### src/rtl/pll_seq_pkg.sv
// Shared state encoding and saturating counter helper for the PLL reset sequencer.
package pll_seq_pkg;

   typedef enum logic [2:0] {
      RESET_PLL,
      WAIT_LOCK,
      STABLE,
      RELEASE,
      RUN
   } seq_state_t;

   function automatic logic [7:0] sat_inc8(input logic [7:0] v);
      return (v == 8'hFF) ? v : v + 8'd1;
   endfunction

endpackage

### src/rtl/sync2.sv
// Two-flop synchroniser for the asynchronous PLL LOCK input.
module sync2 (
   input  logic clock,
   input  logic reset,
   input  logic d,
   output logic q
);

   logic meta;

   always_ff @(posedge clock) begin
      if (reset) begin
         meta <= 1'b0;
         q    <= 1'b0;
      end else begin
         meta <= d;
         q    <= meta;
      end
   end

endmodule

### src/rtl/pll_reset_sequencer.sv
// Drives PLL RESETB, qualifies LOCK, then releases staged system resets in order.
// Runs on the board reference clock so it keeps working while the PLL is down.
module pll_reset_sequencer
   import pll_seq_pkg::*;
#(
   parameter int PLL_RST_CYCLES = 16,
   parameter int LOCK_TIMEOUT   = 65535,
   parameter int STABLE_CYCLES  = 1024,
   parameter int NSTAGES        = 3,
   parameter int STAGE_GAP      = 16
) (
   input  logic               clock,
   input  logic               reset,
   input  logic               pll_lock,
   input  logic               relock_req,
   output logic               pll_resetb,
   output logic [NSTAGES-1:0] stage_reset,
   output logic               locked,
   output logic [7:0]         retry_count,
   output logic [7:0]         lost_count
);

   localparam int M_A  = (PLL_RST_CYCLES > LOCK_TIMEOUT) ? PLL_RST_CYCLES : LOCK_TIMEOUT;
   localparam int M_B  = (STABLE_CYCLES > STAGE_GAP) ? STABLE_CYCLES : STAGE_GAP;
   localparam int CMAX = (M_A > M_B) ? M_A : M_B;
   localparam int CW   = $clog2(CMAX) + 1;
   localparam int SW   = (NSTAGES > 1) ? $clog2(NSTAGES) : 1;

   seq_state_t    state;
   logic [CW-1:0] cnt;
   logic [SW-1:0] idx;
   logic          lock_s;
   logic          lock_lost;
   logic          timeout;
   logic          restart;

   sync2 u_lock_sync (
      .clock (clock),
      .reset (reset),
      .d     (pll_lock),
      .q     (lock_s)
   );

   // Lock loss takes priority over relock so a coincident loss is still counted.
   assign lock_lost = !lock_s && (state == RELEASE || state == RUN);
   assign timeout   = (state == WAIT_LOCK) && !lock_s && (cnt == '0);
   assign restart   = lock_lost || timeout || (relock_req && state != RESET_PLL);

   always_ff @(posedge clock) begin
      if (reset) begin
         state       <= RESET_PLL;
         cnt         <= CW'(PLL_RST_CYCLES - 1);
         idx         <= '0;
         pll_resetb  <= 1'b0;
         stage_reset <= '1;
         locked      <= 1'b0;
         retry_count <= 8'd0;
         lost_count  <= 8'd0;
      end else if (restart) begin
         state       <= RESET_PLL;
         cnt         <= CW'(PLL_RST_CYCLES - 1);
         idx         <= '0;
         pll_resetb  <= 1'b0;
         stage_reset <= '1;
         locked      <= 1'b0;
         if (lock_lost)
            lost_count <= sat_inc8(lost_count);
         if (timeout && !relock_req)
            retry_count <= sat_inc8(retry_count);
      end else begin
         case (state)
            RESET_PLL: begin
               if (cnt == '0) begin
                  state      <= WAIT_LOCK;
                  cnt        <= CW'(LOCK_TIMEOUT - 1);
                  pll_resetb <= 1'b1;
               end else begin
                  cnt <= cnt - 1'b1;
               end
            end
            WAIT_LOCK: begin
               if (lock_s) begin
                  state <= STABLE;
                  cnt   <= CW'(STABLE_CYCLES - 1);
               end else begin
                  cnt <= cnt - 1'b1;
               end
            end
            STABLE: begin
               if (!lock_s) begin
                  state <= WAIT_LOCK;
                  cnt   <= CW'(LOCK_TIMEOUT - 1);
               end else if (cnt == '0) begin
                  stage_reset[0] <= 1'b0;
                  idx            <= SW'(1);
                  cnt            <= CW'(STAGE_GAP - 1);
                  state          <= (NSTAGES == 1) ? RUN : RELEASE;
               end else begin
                  cnt <= cnt - 1'b1;
               end
            end
            RELEASE: begin
               // lock_s is known high here; loss is handled by restart.
               if (cnt == '0) begin
                  stage_reset[idx] <= 1'b0;
                  cnt              <= CW'(STAGE_GAP - 1);
                  if (idx == SW'(NSTAGES - 1))
                     state <= RUN;
                  else
                     idx <= idx + 1'b1;
               end else begin
                  cnt <= cnt - 1'b1;
               end
            end
            RUN: begin
               locked <= 1'b1;
            end
            default: begin
               state <= RESET_PLL;
            end
         endcase
      end
   end

endmodule

### config.mk
export PLATFORM = sky130hd
export DESIGN_NAME = pll_reset_sequencer
export DESIGN_NICKNAME = d
export VERILOG_FILES = /design/src/rtl/pll_seq_pkg.sv /design/src/rtl/sync2.sv /design/src/rtl/pll_reset_sequencer.sv
export SDC_FILE = /design/constraint.sdc
export NUM_CORES = 1
export LEC_CHECK = 0
export BUFFER_PORTS_ARGS = -buffer_cell sky130_fd_sc_hd__buf_2
export CAP_MARGIN = 10
export CELL_PAD_IN_SITES_DETAIL_PLACEMENT = 1
export CELL_PAD_IN_SITES_GLOBAL_PLACEMENT = 1
export CORE_MARGIN = 1
export CORE_UTILIZATION = 45
export CTS_CLUSTER_SIZE = 25
export DETAILED_ROUTE_END_ITERATION = 12
export PLACE_DENSITY = 0.84
export SKIP_LAST_GASP = 1
export SYNTH_ARGS = -nofsm -noshare
export SYNTH_HDL_FRONTEND = slang
export SYNTH_SLANG_ARGS = --single-unit
### constraint.sdc
create_clock -name clock -period 2.9 [get_ports clock]
set_input_delay 0 -clock clock [delete_from_list [all_inputs] [get_ports clock]]
set_output_delay 0 -clock clock [all_outputs]
set_load 0.01 [all_outputs]
==> Yosys cells after proc, flatten, opt, wreduce, memory -nomap -nowiden <==
Cells that the tools add are included.
{ "totals": {"register_bits": 45, "inputBits": 4, "output_inout_bits": 21, "wordCells": 84} }
{ "op_classes": {"add_sub_neg": 4, "order_cmp": 2, "n_eq_ne": 15, "muxes": 23, "bitwise": 5, "n_reduce_logical": 24} }
{ "ops": {"columns": ["operator", "n"], "rows": [
  ["17-bit two-way mux", 4],
  ["17-bit one-hot mux with 4 select lines", 1],
  ["3-bit two-way mux", 6],
  ["17-bit logical NOT", 1],
  ["17-bit by 1-bit subtractor with 17-bit output, second input constant", 1],
  ["8-bit by 1-bit adder with 8-bit output, second input constant", 2],
  ["8-bit == test, second input constant", 2],
  ["3-bit one-hot mux with 5 select lines", 1],
  ["2-bit two-way mux", 4],
  ["2-bit by 1-bit != test with 1-bit output, second input constant", 4],
  ["3-bit by 2-bit == test with 1-bit output, second input constant", 2],
  ["1-bit logical AND", 6],
  ["2-bit != test, second input constant", 3],
  ["3-bit AND reduction", 2],
  ["6-bit AND reduction", 1],
  ["5-bit AND reduction", 1],
  ["1-bit two-way mux", 4],
  ["2-bit one-hot mux with 2 select lines", 1],
  ["2-bit AND reduction", 2],
  ["4-bit AND reduction", 1],
  ["4-bit nonzero test", 1],
  ["3-bit bitwise AND", 1],
  ["3-bit by 1-bit == test with 1-bit output, second input constant", 1],
  ["3-bit == test, second input constant", 1],
  ["other kinds (15)", 20]
]} }

==> Logic depth before layout (Yosys ltp) <==
Gate-level depths: netlist (run 1).
{ "depth": {"word_depth": 8, "ltp_mapped": 8, "ltp_nobuf": 7} }

==> Cells and area by module <==
A second synthesis (run 1) with hierarchy kept.
{ "unflattened": {"hier_cells": 318, "area_unflattened_um2": 2582.5} }
{ "modules_own_cells": {"columns": ["mod", "n_inst", "cells_per_inst", "area_each_um2", "seq_area_each_um2"], "rows": [
  ["pll_reset_sequencer", 1, 314, 2529.9, 860.8],
  ["sync2", 1, 4, 52.6, 40.0]
]} }

==> Worst setup path after synthesis (run 1) <==
No wires, ideal clock.
{ "synth_timing": {"kind": "register to register", "startpoint": "register cnt[0]", "endpoint": "register cnt[5]", "setup_ps": 117, "t_arrival_ps": 1872, "required_ps": 2783, "path_slack_ps": 911, "path_stages_with_launch": 9, "path_buffers": 1, "synth_period_minus_slack_ps": 1989, "cell_sequence": "dfxtp_1 -> inv_1 -> ha_1 -> nor4b_1 -> nand4_2 -> buf_6 -> nor4_4 -> o21bai_1 -> a32o_1"} }
{ "synth_via": {"elab_chain_cells": 5, "word_cells_on_any_way": 11, "cone_classes": "1 x add/sub; 5 x mux; 5 x reduce/logical"} }
{ "synth_lines": {"columns": ["item", "line", "source"], "rows": [
  ["start: declaration", "pll_reset_sequencer.sv:30", "logic [CW-1:0] cnt;"],
  ["start signal: assignment", "pll_reset_sequencer.sv:52", "cnt <= CW'(PLL_RST_CYCLES - 1);"],
  ["start signal: assignment", "pll_reset_sequencer.sv:61", "cnt <= CW'(PLL_RST_CYCLES - 1);"],
  ["start signal: assignment", "pll_reset_sequencer.sv:75", "cnt <= CW'(LOCK_TIMEOUT - 1);"],
  ["branches (longest 5 deep; another with 17-bit by 1-bit subtractor with 17-bit output)", null, null]
]} }
Parallel ways; which one is timed is not known.
A chain may end at the register's enable or synchronous reset.

==> Final worst setup path (run 1) <==
{ "layout_timing": {"startpoint": "register cnt[0]", "endpoint": "register cnt[14]"} }
Same word-level chain as after synthesis.

==> out/results.ini, run 1 <==
[outcome]
status = complete, no violations

[finish]
diodes = 0
synthToLayoutAreaGrowth_pct = 11.5
final_nets = 333
multi_input_area_mm2 = 0.00155
drive_above_1_share_pct = 15.8
regArea_um2 = 901
final-instance-count-excl-fill = 395
fillerInstances = 685

[synth]
synth_area_leader_cell = dfxtp_1
synthArstFlopShare_pct = 0
synthTopCellsByArea = dfxtp_1 35%, nor2_1 4.5%, a21oi_1 3.7%, ha_1 3.4%, nand2_1 3.2%
synth_edf_count = 0
syn-num-nets = 311
syn_inst = 300
synth_common_cells = 45 x dfxtp_1, 31 x nor2_1, 22 x nand2_1
synth_cell_types = 58
syn-cell-area_mm2 = 0.00257
synth_seq_cells = 45
yosys_warnings = 0
yosys_most_used_dff = dfxtp_1
syn_area_per_cell_um2 = 8.56
netlist.area_leader.share_pct = 35.1
ys_seq_area_share_pct = 35.1
yosysMostFrequentCell = dfxtp_1

[drt]
first_pass_iters = 4
post-route-drc-count = 0
wirelength_um = 6730
drtIter0Drc = 103
ant_nets = 0
vias_per_cell = 6.05
vias = 2389
wire_per_inst_um = 17.0

[worst_setup_path]
crit_chain = inv_1 -> ha_1 -> nor4b_1 -> nand4_2 -> o31ai_4 -> nor3_1 -> a2111oi_1
crit_arrival_ns = 2.67
cp_top_family = simple AND/OR/NAND/NOR gates
startpoint_type = register
critPathKind = reg2reg
cp_num_buf_inv = 1
worstPathRequired_ns = 3.09
path_max_fanout = 11
endpoint_kind = register
slowest_delay_ns = 0.49
critPathSlowestCell = o31ai_4

[global_route]
grt_overflow = 0
grt_pass1_wl_um = 11800
grt_util_all_layers_pct = 24.4
antenna_found_initial = 0
grt_max_degree = 23
grt_pass1_vias = 2435

[timing]
finalSetupTns_ns = 0
rsz0062_at_grt = no
final-hold-violation-count = 0
tightest_slew_ns = 0.778
finalSetupViolations = 0
report.final.slew_viol_count = 0
slew_headroom_pct = 48.1
fin_ws_ns = 0.420
finalCritPeriodShare_pct = 85.5
skew_ns = 0.0107
max_freq_mhz = 403
fin_crit_ns = 2.48

[place]
dp.cells = 386
place_ws_ns = 0.477
dp_hpwl_um = 4840
place_congestion = 0.831
port_buffers = 24

[pwr]
clock_power_share_pct = 41.8
ir_drop_mv = 0.294
swShare_pct = 21.9
p_seq_share_pct = 54.8
power_density_mw_per_mm2 = 401
p_total_mw = 1.15
p_comb_share_pct = 3.4
leakage_nw = 1.09
intPower_mw = 0.897
p_switching_mw = 0.251

[clocking]
postCtsHoldBufs = 1
clock-root-buffer = clkbuf_8
cts_tree = yes
clk_latency_ns = 0.30
clk_path_buf_depth = 2
cts.repair.resized = 0
clock-sinks = 45
numCtsBuffers = 5
post-cts-setup-buffers = 0
cts_max_level = 2
path_clk_slew_ns = 0.09

[flow_run]
drv_cap = 0

[floorplan]
core_area_mm2 = 0.00551
die_area_mm2 = 0.00601
start_util_pct = 46.6
num_rows = 27
fp.dieW_um = 77.5
die_h_um = 77.5
io_pins = 25

[min_path]
hold_path.class = in2reg

-- power groups by stage --
stage | logic (mW) | clock network [mW] | registers [mW]
2_1_floorplan | 0.0274 | 0 | 0.641
3_3_place_gp | 0.0359 | 0 | 0.643
3_5_place_dp | 0.0379 | 0 | 0.644
4_1_cts | 0.0392 | 0.487 | 0.629
5_1_grt | 0.0438 | 0.515 | 0.631
6_report | 0.0391 | 0.480 | 0.630
-- flip-flops by register name, summed over array words and instances, names as in the netlist --
signal            cells
cnt                  17
lost_count            8
retry_count           8
stage_reset           3
state                 3
idx                   2
locked                1
pll_resetb            1
u_lock_sync.meta      1
u_lock_sync.q         1
-- cell families after synthesis --
family | synth area share (%)
AO/OA/AOI/OAI | 20.3
flip-flops | 35.1
multiplexers | 2.39
adder cells (fa/ha/maj) | 3.41
buffers and inverters | 4.73
AND/OR/NAND/NOR | 30.4
XOR/XNOR | 3.75
-- per-layer routing --
metal	routed length, um	GRT usage, %
met5	0	0
met4	118	8.30
met3	199	4.59
met2	3220	40.4
met1	3190	31.7
-- through the flow --
step | instance area, um2 | hold WS [ns] | util, %
after floorplan | 2570 | 0.128 | -
after global placement | 2740 | 0.214 | 49.8
after detailed placement | 2740 | 0.221 | 49.8
after CTS | 2860 | 0.0744 | 52.0
final | 2860 | 0.0726 | 52.0
after global routing | 2860 | 0.105 | 52.0
-- layout make-up --
class                           count  share of cell area (%)
Sequential cell                    45                    31.5
Multi-Input combinational cell    226                    54.0
Tap cell                           72                    3.15
Clock inverter                      2                    1.35
Inverter                           15                    1.97
Clock buffer                        6                    2.53
Timing Repair Buffer               29                    5.59
-- layout by cell type (no fill, tap or decap), types with 4 or more instances in the layout --
cell type	Yosys	layout
nand4_1	6	6
dfxtp_1	45	45
buf_2	4	24
a21o_1	4	4
ha_1	7	7
nor3_1	9	9
or3_1	8	8
xor2_1	8	8
nand2_1	22	22
buf_4	0	4
nor2b_1	8	8
a21oi_1	19	19
nor2_1	31	31
and3_1	5	5
clkbuf_8	0	5
nand3_1	5	5
a211oi_1	4	4
a221oi_1	6	6
inv_1	15	15
o21ai_0	15	15
mux2i_1	5	5
-- worst register-to-register path, delay by kind of cell (launching register included) --
kind                     cells  cell delay, ns
AO/OA/AOI/OAI                2            0.82
adder cells (fa/ha/maj)      1            0.15
buffers and inverters        1            0.10
flip-flops                   1            0.37
AND/OR/NAND/NOR              3            0.93
-- worst paths after layout --
| kind | startpoint | endpoint | slack [ns] | depth (start not counted) |
|---|---|---|---|---|
| hold / removal | reset | lost_count[1] | 0.07 | 2 |
| setup reg to reg | cnt[0] | cnt[14] | 0.42 | 7 |
| hold reg to reg | u_lock_sync.meta | u_lock_sync.q | 0.46 | 1 |
| setup / recovery | cnt[0] | cnt[14] | 0.42 | 7 |
(Power assumes the default switching activity.)
==> run 2: changes to the inputs <==
CORE_MARGIN = 2   (was 1)
GPL_TIMING_DRIVEN = 0   (was unset)
PLACE_DENSITY = 0.82   (was 0.84)
==> out/results.ini, run 2 (same netlist as run 1, synthesis figures left out) <==
[worst_setup_path]
r2r-start = cnt[0]
path_max_fanout = 10  ; -1
critPathLaunch = cnt[0]
endpoint_kind = register
worstPathRequired_ns = 3.10  ; about the same
crit_arrival_ns = 2.61  ; -0.06 ns
critPathKind = reg2reg
startpoint_type = register

[timing]
rsz0062_at_grt = no
hold-worst-slack_ns = 0.0613  ; -0.0113 ns
tightest_slew_ns = 0.704  ; -0.0734 ns
slew_headroom_pct = 53.0  ; +5.0 points
final-hold-violation-count = 0  ; unchanged
finalSetupViolations = 0  ; unchanged
finalCritPeriodShare_pct = 83.0  ; -2.5 points
max_freq_mhz = 415  ; +3.0%
finalSetupTns_ns = 0  ; unchanged
report.final.slew_viol_count = 0  ; unchanged
fin_crit_ns = 2.41  ; -0.0715 ns
skew_ns = 0.00651  ; -0.00420 ns

[min_path]
hold_path.class = in2reg
hp-start = reset

[finish]
synthToLayoutAreaGrowth_pct = 12.7
final_nets = 342  ; +2.7%
largest_reg_flops = 17  ; unchanged
final_common_cell = dfxtp_1
top_regs = cnt: 17 flops, lost_count: 8 flops, retry_count: 8 flops
fillerInstances = 682  ; -0.44%
final_core_util_pct = 52.6  ; +0.55 points
drive_above_1_share_pct = 15.4  ; -0.43 points
design_area_mm2 = 0.00289  ; +1.0%
regMostFlops = cnt
multi_input_area_mm2 = 0.00155  ; unchanged
diodes = 0  ; unchanged
regArea_um2 = 901  ; unchanged
final_cell_mix = 45 x dfxtp_1, 31 x nor2_1, 27 x buf_2

[drt]
first_pass_iters = 4  ; unchanged
wire_per_inst_um = 16.8  ; -1.6%
wirelength_um = 6770  ; +0.64%
vias_per_cell = 5.93  ; -2.0%
ant_nets = 0  ; unchanged
post-route-drc-count = 0  ; unchanged
vias = 2395  ; +0.25%
drtIter0Drc = 80  ; -22%

[clocking]
clk_path_buf_depth = 2  ; unchanged
clock-sinks = 45  ; unchanged
numCtsBuffers = 5  ; unchanged
clock-root-buffer = clkbuf_8
path_clk_slew_ns = 0.09  ; about the same
cts_max_level = 2  ; unchanged
cts_tree = yes
clk_latency_ns = 0.30  ; about the same

[place]
dp_hpwl_um = 4950  ; +2.2%
place_congestion = 0.815  ; -1.8%
post_dp_cell_area_mm2 = 0.00277  ; +1.1%
port_buffers = 23  ; -4.2%

[global_route]
grt_overflow = 0  ; unchanged
antenna_found_initial = 0  ; unchanged
grt_pass1_vias = 2334  ; -4.1%
grt_util_all_layers_pct = 22.9  ; -1.5 points
grt_pass1_wl_um = 11400  ; -3.3%
grt_max_degree = 15  ; -35%

[floorplan]
die_h_um = 79.5  ; +2.6%
fp.dieW_um = 79.5  ; +2.6%
die_area_mm2 = 0.00633  ; +5.2%
core_area_mm2 = 0.00551  ; unchanged
num_rows = 27  ; unchanged
io_pins = 25  ; unchanged
start_util_pct = 46.6  ; unchanged

[pwr]
power_density_mw_per_mm2 = 397  ; -1.1%
p_total_mw = 1.15  ; about the same
leakage_nw = 1.10  ; +1.4%
ir_drop_mv = 0.323  ; +9.9%

[flow_run]
drv_cap = 0  ; unchanged

[outcome]
status = complete, no violations

==> run 2: cell types whose count changed in the layout (fill, tap and decap cells not counted) <==
cell,change
buf_2,+3
buf_1,+1
buf_4,-4
buf_6,+1
clkbuf_1,+8
==> run 2: path summary, 6_finish.rpt <==
check	slack, ns	cells after the start	end
setup / recovery	0.49	8	cnt[5]
setup reg to reg	0.49	8	cnt[5]
hold reg to reg	0.45	1	u_lock_sync.q
hold / removal	0.06	2	lost_count[0]
==> run 2: layout make-up <==
cell class,count,area share [%]
inverters,15,1.95
clock buffers,6,2.51
multi-input cells,226,53.4
repair buffers,24,4.32
well taps,72,3.11
plain buffers,14,2.25
clock inverters,2,1.34
flip-flops and latches,45,31.1
==> run 2: what timing repair did <==
action	4_1_cts	5_1_grt
endpoints found under the hold margin	1	0
gates resized for setup	0	0
buffers inserted	0	0
hold buffers	1	0
==> run 2: through the flow <==
stage                     cells  setup WS [ns]
after floorplan             300          0.911
after global placement      395          0.577
after detailed placement    395          0.574
after CTS                   404          0.492
after global routing        404          0.284
final                       404          0.492
==> run 2: power breakdown <==
part / switching [mW] / internal (mW)
Clock: 0.223 / 0.259
Sequential: 0.00541 / 0.622
Combinational: 0.0238 / 0.0153
Total: 0.252 / 0.896
==> run 2: critical path: stages, from the launching register on <==
cell and delay (ns):
dfxtp_1 0.36, inv_1 0.09, ha_1 0.15, nor4b_1 0.43, nand4_2 0.22, buf_6 0.21, o211ai_2 0.49, nor2_1 0.11
a32o_1 0.23
==> run 2: layer usage <==
layer | part of all wire [%] | track usage, % | vias to the layer above
li1 | - | - | 1174
met1 | 45 | 27.7 | 1176
met2 | 50 | 40.4 | 36
met3 | 2.8 | 4.07 | 9
met4 | 1.4 | 8.45 | 0
met5 | 0 | 0 | -
